### src/rtl/div_seq.sv
// Multi-cycle restoring divider (signed/unsigned, one quotient bit per cycle).
// Fixed WIDTH+1 cycle latency with start/busy/done handshake and defined divide-by-zero result.
module div_seq #(
  parameter int WIDTH = 32
) (
  input  logic             clock,
  input  logic             reset,
  input  logic             start,
  input  logic             is_signed,
  input  logic [WIDTH-1:0] dividend,
  input  logic [WIDTH-1:0] divisor,
  output logic [WIDTH-1:0] q,
  output logic [WIDTH-1:0] r,
  output logic             busy,
  output logic             done,
  output logic             div_zero
);

  localparam int            CW       = (WIDTH > 1) ? $clog2(WIDTH) : 1;
  localparam logic [CW-1:0] CNT_LAST = CW'(WIDTH - 1);
  localparam logic [CW-1:0] CNT_ONE  = CW'(1);

  typedef enum logic [1:0] {
    S_IDLE = 2'd0,
    S_CALC = 2'd1,
    S_FIX  = 2'd2
  } state_t;

  state_t           r_state;
  state_t           w_next;
  logic [CW-1:0]    r_cnt;
  logic [WIDTH-1:0] r_rem;
  logic [WIDTH-1:0] r_quo;
  logic [WIDTH-1:0] r_dvsr;
  logic [WIDTH-1:0] r_orig;
  logic             r_neg_q;
  logic             r_neg_r;
  logic             r_dvz;
  logic [WIDTH-1:0] r_q;
  logic [WIDTH-1:0] r_r;
  logic             r_busy;
  logic             r_done;
  logic             r_div_zero;

  logic             w_dvd_neg;
  logic             w_dvs_neg;
  logic [WIDTH-1:0] w_dvd_mag;
  logic [WIDTH-1:0] w_dvs_mag;
  logic [WIDTH:0]   w_shift;
  logic             w_ge;
  logic [WIDTH-1:0] w_rem_nxt;
  logic [WIDTH-1:0] w_q_fix;
  logic [WIDTH-1:0] w_r_fix;

  // State register
  always_ff @(posedge clock or negedge reset) begin
    if (!reset) begin
      r_state <= S_IDLE;
    end else begin
      r_state <= w_next;
    end
  end

  // Next-state logic
  always_comb begin
    w_next = r_state;
    case (r_state)
      S_IDLE: begin
        if (start) w_next = S_CALC;
        else       w_next = S_IDLE;
      end
      S_CALC: begin
        if (r_cnt == CNT_LAST) w_next = S_FIX;
        else                   w_next = S_CALC;
      end
      S_FIX:   w_next = S_IDLE;
      default: w_next = S_IDLE;
    endcase
  end

  // Operand magnitudes, one restoring step, and final sign/zero correction.
  // The shifted partial remainder is WIDTH+1 bits; after a subtract it always fits WIDTH bits.
  always_comb begin
    w_dvd_neg = is_signed & dividend[WIDTH-1];
    w_dvs_neg = is_signed & divisor[WIDTH-1];
    w_dvd_mag = w_dvd_neg ? -dividend : dividend;
    w_dvs_mag = w_dvs_neg ? -divisor : divisor;
    w_shift   = {r_rem, r_quo[WIDTH-1]};
    w_ge      = (w_shift >= {1'b0, r_dvsr});
    if (w_ge) w_rem_nxt = w_shift[WIDTH-1:0] - r_dvsr;
    else      w_rem_nxt = w_shift[WIDTH-1:0];
    if (r_dvz) begin
      w_q_fix = {WIDTH{1'b1}};
      w_r_fix = r_orig;
    end else begin
      w_q_fix = r_neg_q ? -r_quo : r_quo;
      w_r_fix = r_neg_r ? -r_rem : r_rem;
    end
  end

  // Iteration datapath: operand capture, shift/subtract, counter
  always_ff @(posedge clock or negedge reset) begin
    if (!reset) begin
      r_cnt   <= '0;
      r_rem   <= '0;
      r_quo   <= '0;
      r_dvsr  <= '0;
      r_orig  <= '0;
      r_neg_q <= 1'b0;
      r_neg_r <= 1'b0;
      r_dvz   <= 1'b0;
    end else begin
      case (r_state)
        S_IDLE: begin
          if (start) begin
            r_cnt   <= '0;
            r_rem   <= '0;
            r_quo   <= w_dvd_mag;
            r_dvsr  <= w_dvs_mag;
            r_orig  <= dividend;
            r_neg_q <= w_dvd_neg ^ w_dvs_neg;
            r_neg_r <= w_dvd_neg;
            r_dvz   <= (divisor == '0);
          end else begin
            r_cnt <= r_cnt;
          end
        end
        S_CALC: begin
          r_rem <= w_rem_nxt;
          r_quo <= {r_quo[WIDTH-2:0], w_ge};
          r_cnt <= r_cnt + CNT_ONE;
        end
        default: begin
          r_cnt <= r_cnt;
        end
      endcase
    end
  end

  // Registered outputs; only FIX ever loads q/r so no partial result leaks out
  always_ff @(posedge clock or negedge reset) begin
    if (!reset) begin
      r_q        <= '0;
      r_r        <= '0;
      r_busy     <= 1'b0;
      r_done     <= 1'b0;
      r_div_zero <= 1'b0;
    end else begin
      r_done <= 1'b0;
      case (r_state)
        S_IDLE: begin
          if (start) r_busy <= 1'b1;
          else       r_busy <= 1'b0;
        end
        S_FIX: begin
          r_q        <= w_q_fix;
          r_r        <= w_r_fix;
          r_div_zero <= r_dvz;
          r_done     <= 1'b1;
          r_busy     <= 1'b0;
        end
        default: begin
          r_busy <= r_busy;
        end
      endcase
    end
  end

  assign q        = r_q;
  assign r        = r_r;
  assign busy     = r_busy;
  assign done     = r_done;
  assign div_zero = r_div_zero;

endmodule

### config.mk
export PLATFORM = sky130hd
export DESIGN_NAME = div_seq
export DESIGN_NICKNAME = d
export VERILOG_FILES = /design/src/rtl/div_seq.sv
export SDC_FILE = /design/constraint.sdc
export NUM_CORES = 1
export LEC_CHECK = 0
export BUFFER_PORTS_ARGS = -buffer_cell sky130_fd_sc_hd__clkbuf_2
export CORE_MARGIN = 5
export CORE_UTILIZATION = 34
export DETAILED_ROUTE_END_ITERATION = 12
export GPL_TIMING_DRIVEN = 0
export PLACE_DENSITY = 0.61
export SYNTH_ARGS = -nofsm -noshare
export SYNTH_HDL_FRONTEND = slang
export SYNTH_SLANG_ARGS = --single-unit
### constraint.sdc
create_clock -name clock -period 5.1 [get_ports clock]
set_clock_uncertainty 0.15 [all_clocks]
set_input_delay 0.51 -clock clock [delete_from_list [all_inputs] [get_ports clock]]
set_output_delay 0.51 -clock clock [all_outputs]
set_load 0.005 [all_outputs]
==> impl.org <==
** Status
- The flow ran to the end, and the final reports show no timing, DRC or antenna violations.

** Routing
- The routed design has 38.0 mm of wire.
- Number of design rule violations left after detail routing :: 0
- Via count :: 11100
- Violation count after the first detailed-route iteration :: 628
- The first detailed-routing pass took 5 iterations.
- Antenna-violating nets left :: 0
- After detailed routing, the average wire length per cell comes to 18.0 µm.
- Ratio of routed vias to standard cells :: 5.23

** Yosys
- In this run, distinct cell masters in the synthesized netlist total 64.
- Counting every net in the synthesized netlist gives 1575.
- Post-synthesis async set-or-reset flop share :: 100%
- During synthesis, Yosys emitted a total of 0 warnings.
- Post-synth top area share :: 41.3%
- The mapped netlist covers 12400 µm².
- Sorting the synthesized cells by area gives the leading types as sky130_fd_sc_hd__dfrtp_1, sky130_fd_sc_hd__nand2_1, sky130_fd_sc_hd__xor2_1, sky130_fd_sc_hd__o21ai_0, sky130_fd_sc_hd__a21oi_1.
- Biggest area consumer among synthesized cells :: sky130_fd_sc_hd__dfrtp_1
- After technology mapping, the gate count stands at 1468.
- Number of synthesized flops with an enable pin :: 0
- Avg Inst Size Synth :: 8.45 µm²
- Sequential area share after synthesis :: 41.3%
- Top_reg_cell synth :: sky130_fd_sc_hd__dfrtp_1
- The synthesized design contains 205 register bits.

** Die
- The floorplan step defined a core boundary enclosing 36300 µm².
- Die boundary height :: 201 µm
- Count of boundary I/O pins :: 135
- For this configuration, the core starts out at a cell density of 34.1%.
- Number of placement rows :: 70
- The floorplan step defined a die boundary enclosing 40400 µm².
- Chip width :: 201 µm

** Critical path
- Highest cell delay on the worst timing path :: 0.46 ns
- Critical path buffers and inverters :: 2
- Data on the critical path is required at its endpoint by 5.32 ns.
- The setup path with the least slack is of type flip-flop to flip-flop.
- In this run the worst setup path begins at r_quo[31].
- The startpoint identified for the worst register-to-register timing path is r_quo[31].
- Crit-path cells :: inv_1 -> ha_1 -> inv_1 -> fa_1 -> nand3_1 -> a21boi_0 -> o211ai_1 -> a41oi_1 -> a221oi_1 -> xor2_1 -> nor2_1 -> a21oi_1 -> o21ai_0
- The worst setup path is captured at a flip-flop.
- Among all stages on the critical path, the largest delay is contributed by sky130_fd_sc_hd__dfrtp_1.
- For the worst setup path, the data arrival time is 3.73 ns.
- The worst setup path is launched from a flip-flop.
- CP top delay family :: compound AO/OA/AOI/OAI gates
- Biggest fanout along the worst timing path :: 5
- Most numerous cell on the critical path :: sky130_fd_sc_hd__inv_1

** Hold path
- Path category of the worst min-delay check :: input pin to flip-flop
- Hold path startpoint :: dividend[30]

** Power
- Leakage power figure :: 6.44 nW
- Per report_power, the combinational group accounts for 52.7% of the total.
- Net switching is 45.9% of the power.
- Power density relative to cell area :: 674 nW/µm²
- The analysis attributes to net switching a power of 4.47 mW.
- Cell-internal power :: 5.27 mW
- Across the VDD grid, the largest voltage drop is 310 µV.
- Sequential cells burn 31.0% of the power.
- The clock network accounts for 16.3% of the total power.

** Timing
- Number of failing setup endpoints in the final timing report :: 0
- Final period util :: 68.9%
- The number of pins exceeding their max-slew limit in the final report is 0.
- The number of failing hold endpoints at the final stage is 0.
- Actual transition at the worst max-transition pin :: 0.790 ns
- For the final routed database, the setup TNS stands at 0 ns.
- Derived from the worst setup path, the maximum achievable clock frequency is 0.284 GHz.
- The smallest clock period supported by the final layout is computed as 3.52 ns.
- Setup repair after global routing left no endpoint under its margin.
- The worst pin sits at a relative slew slack of 47.1%.

** Clock network
- Clock network latency to the later pin of the worst-skew pair :: 0.53 ns
- The clock drives 205 sinks.
- In this run the number of H-tree levels came out at 1.
- In this run the post-CTS setup repair buffer count came out at 0.
- Clk buf depth :: 3
- In this run, CTS created clock tree buffers numbering 24.
- Clock-pin slew was measured on the worst setup and hold paths at 0.06 ns.
- TritonCTS built the clock tree.
- Root buffer selected by CTS :: sky130_fd_sc_hd__clkbuf_16

** Final layout
- Number of antenna diodes :: 0
- After filler insertion, the fill cell instance count of the layout stands at 3678.
- Most common cell after layout, fill and taps aside :: sky130_fd_sc_hd__nand2_1
- The library cells used most frequently in the layout, excluding fill and tap cells, are sky130_fd_sc_hd__nand2_1, sky130_fd_sc_hd__dfrtp_1, sky130_fd_sc_hd__o21ai_0.
- In the final design database the tool counted 1738 nets.
- The finished cells cover 14500 µm².
- Post-synthesis to final-layout area growth :: 16.5%
- The post-route netlist has 11.8% of its cells at a drive strength greater than 1.

** Global routing
- The first global-routing pass estimated 61.0 mm of wire.
- The number of antenna violations at the first check in global routing was 1.
- Maximum number of pins on one net before global-route repair :: 108
- After global routing the overflow that remains totals 0.
- Across every metal layer, demand over resource in global routing totals 18.4%.
- The number of global-route vias before repair is 11200.

** Placed design
- Placed Instance Area :: 13700 µm²
- Placer Congestion :: 0.895
- Final HPWL DP :: 29.9 mm
- Buffers added on ports :: 134

** Job
- Across the run, the number of max-cap violations was 0.
[sequential cells by signal, indices dropped and copies added (netlist names)]
name / flops
busy: 1
q: 32
done: 1
r_orig: 32
r_rem: 32
r: 32
r_neg_r: 1
r_cnt: 5
r_dvz: 1
div_zero: 1
r_neg_q: 1
r_state: 2
r_dvsr: 32
r_quo: 32
[power by group through the flow]
stage	clock, mW	combinational (mW)	sequential, mW
3_5_place_dp	0	5.12	3.02
5_1_grt	1.69	5.84	3.11
2_1_floorplan	0	3.86	2.76
6_report	1.59	5.13	3.02
4_1_cts	1.62	5.14	3.00
3_3_place_gp	0	5.06	3.00
[metal layers]
metal | up-vias | GRT usage, % | part of all wire, %
met2 | 323 | 31.1 | 47
met3 | 68 | 3.04 | 5.6
li1 | 5473 | - | -
met1 | 5192 | 24.4 | 44
met5 | - | 0 | 0
met4 | 0 | 5.16 | 2.8
[final cells by class]
cell class	instances	area, µm²	area share, %
multi-input cells	1133	6790	46.9
flip-flops and latches	205	5130	35.5
repair buffers	137	744	5.15
clock buffers	35	682	4.72
well taps	468	586	4.05
plain buffers	77	295	2.04
inverters	53	199	1.38
clock inverters	4	33.8	0.234
[stage by stage]
step / util [%] / setup WS [ns] / cells / hold WS [ns] / power [mW]
after floorplan: - / 2.21 / 1468 / 0.0644 / 6.63
after global placement: 37.6 / -0.677 / 2070 / 0.308 / 8.06
after detailed placement: 37.8 / 1.63 / 2072 / 0.282 / 8.13
after CTS: 39.8 / 1.57 / 2112 / 0.0601 / 9.76
after global routing: 39.8 / 1.31 / 2112 / 0.0855 / 10.6
final: 39.8 / 1.58 / 2112 / 0.0714 / 9.74
[logic make-up (layout without fill, tap and decap cells)]
kind of cell / after synthesis / in the layout / synth area share (%)
XOR/XNOR: 146 / 146 / 10.3
AND/OR/NAND/NOR: 496 / 496 / 18.0
AO/OA/AOI/OAI: 433 / 433 / 20.8
flip-flops: 205 / 205 / 41.3
buffers and inverters: 130 / 306 / 3.98
multiplexers: 19 / 19 / 1.53
adder cells (fa/ha/maj): 39 / 39 / 3.99
[synth_stat cells, drive strengths merged (2+ instances only)]
library cell  number
nand2            247
dfrtp            205
o21ai            174
a21oi            125
nor2             116
xor2              98
clkbuf            61
inv               53
xnor2             48
ha                38
a22oi             30
nand3             26
o31ai             26
nor3              25
mux2i             19
o41ai             18
buf               16
or4               14
or3               12
a21o              11
and2               9
nand2b             9
a31oi              8
nor2b              8
nor4               8
and3               7
o211ai             7
a32oi              6
nand4              5
a21boi             4
a221o              4
a211oi             3
o21bai             3
or2                3
a31o               2
a41oi              2
and4               2
nand3b             2
o2111ai            2
[final timing paths]
| check | end | slack, ns | depth (start not counted) |
|---|---|---|---|
| max in group asynchronous | r_dvsr[26] | 3.38 | 4 |
| max | r_rem[30] | 1.58 | 13 |
| min | r_orig[30] | 0.07 | 3 |
| min in group asynchronous | q[5] | 0.29 | 2 |
| max reg2reg | r_rem[30] | 1.58 | 13 |
| min reg2reg | q[0] | 0.32 | 2 |
[worst min-delay path, cell delays in order]
cell and delay, ns:
sky130_fd_sc_hd__clkbuf_2 0.10, sky130_fd_sc_hd__nand2_1 0.05, sky130_fd_sc_hd__nand2_1 0.05
[what timing repair did]
action,CTS,global route
hold endpoints to repair,32,0
gates resized for setup,0,0
hold buffers,1,0
Power figures use the tool's default switching activity.
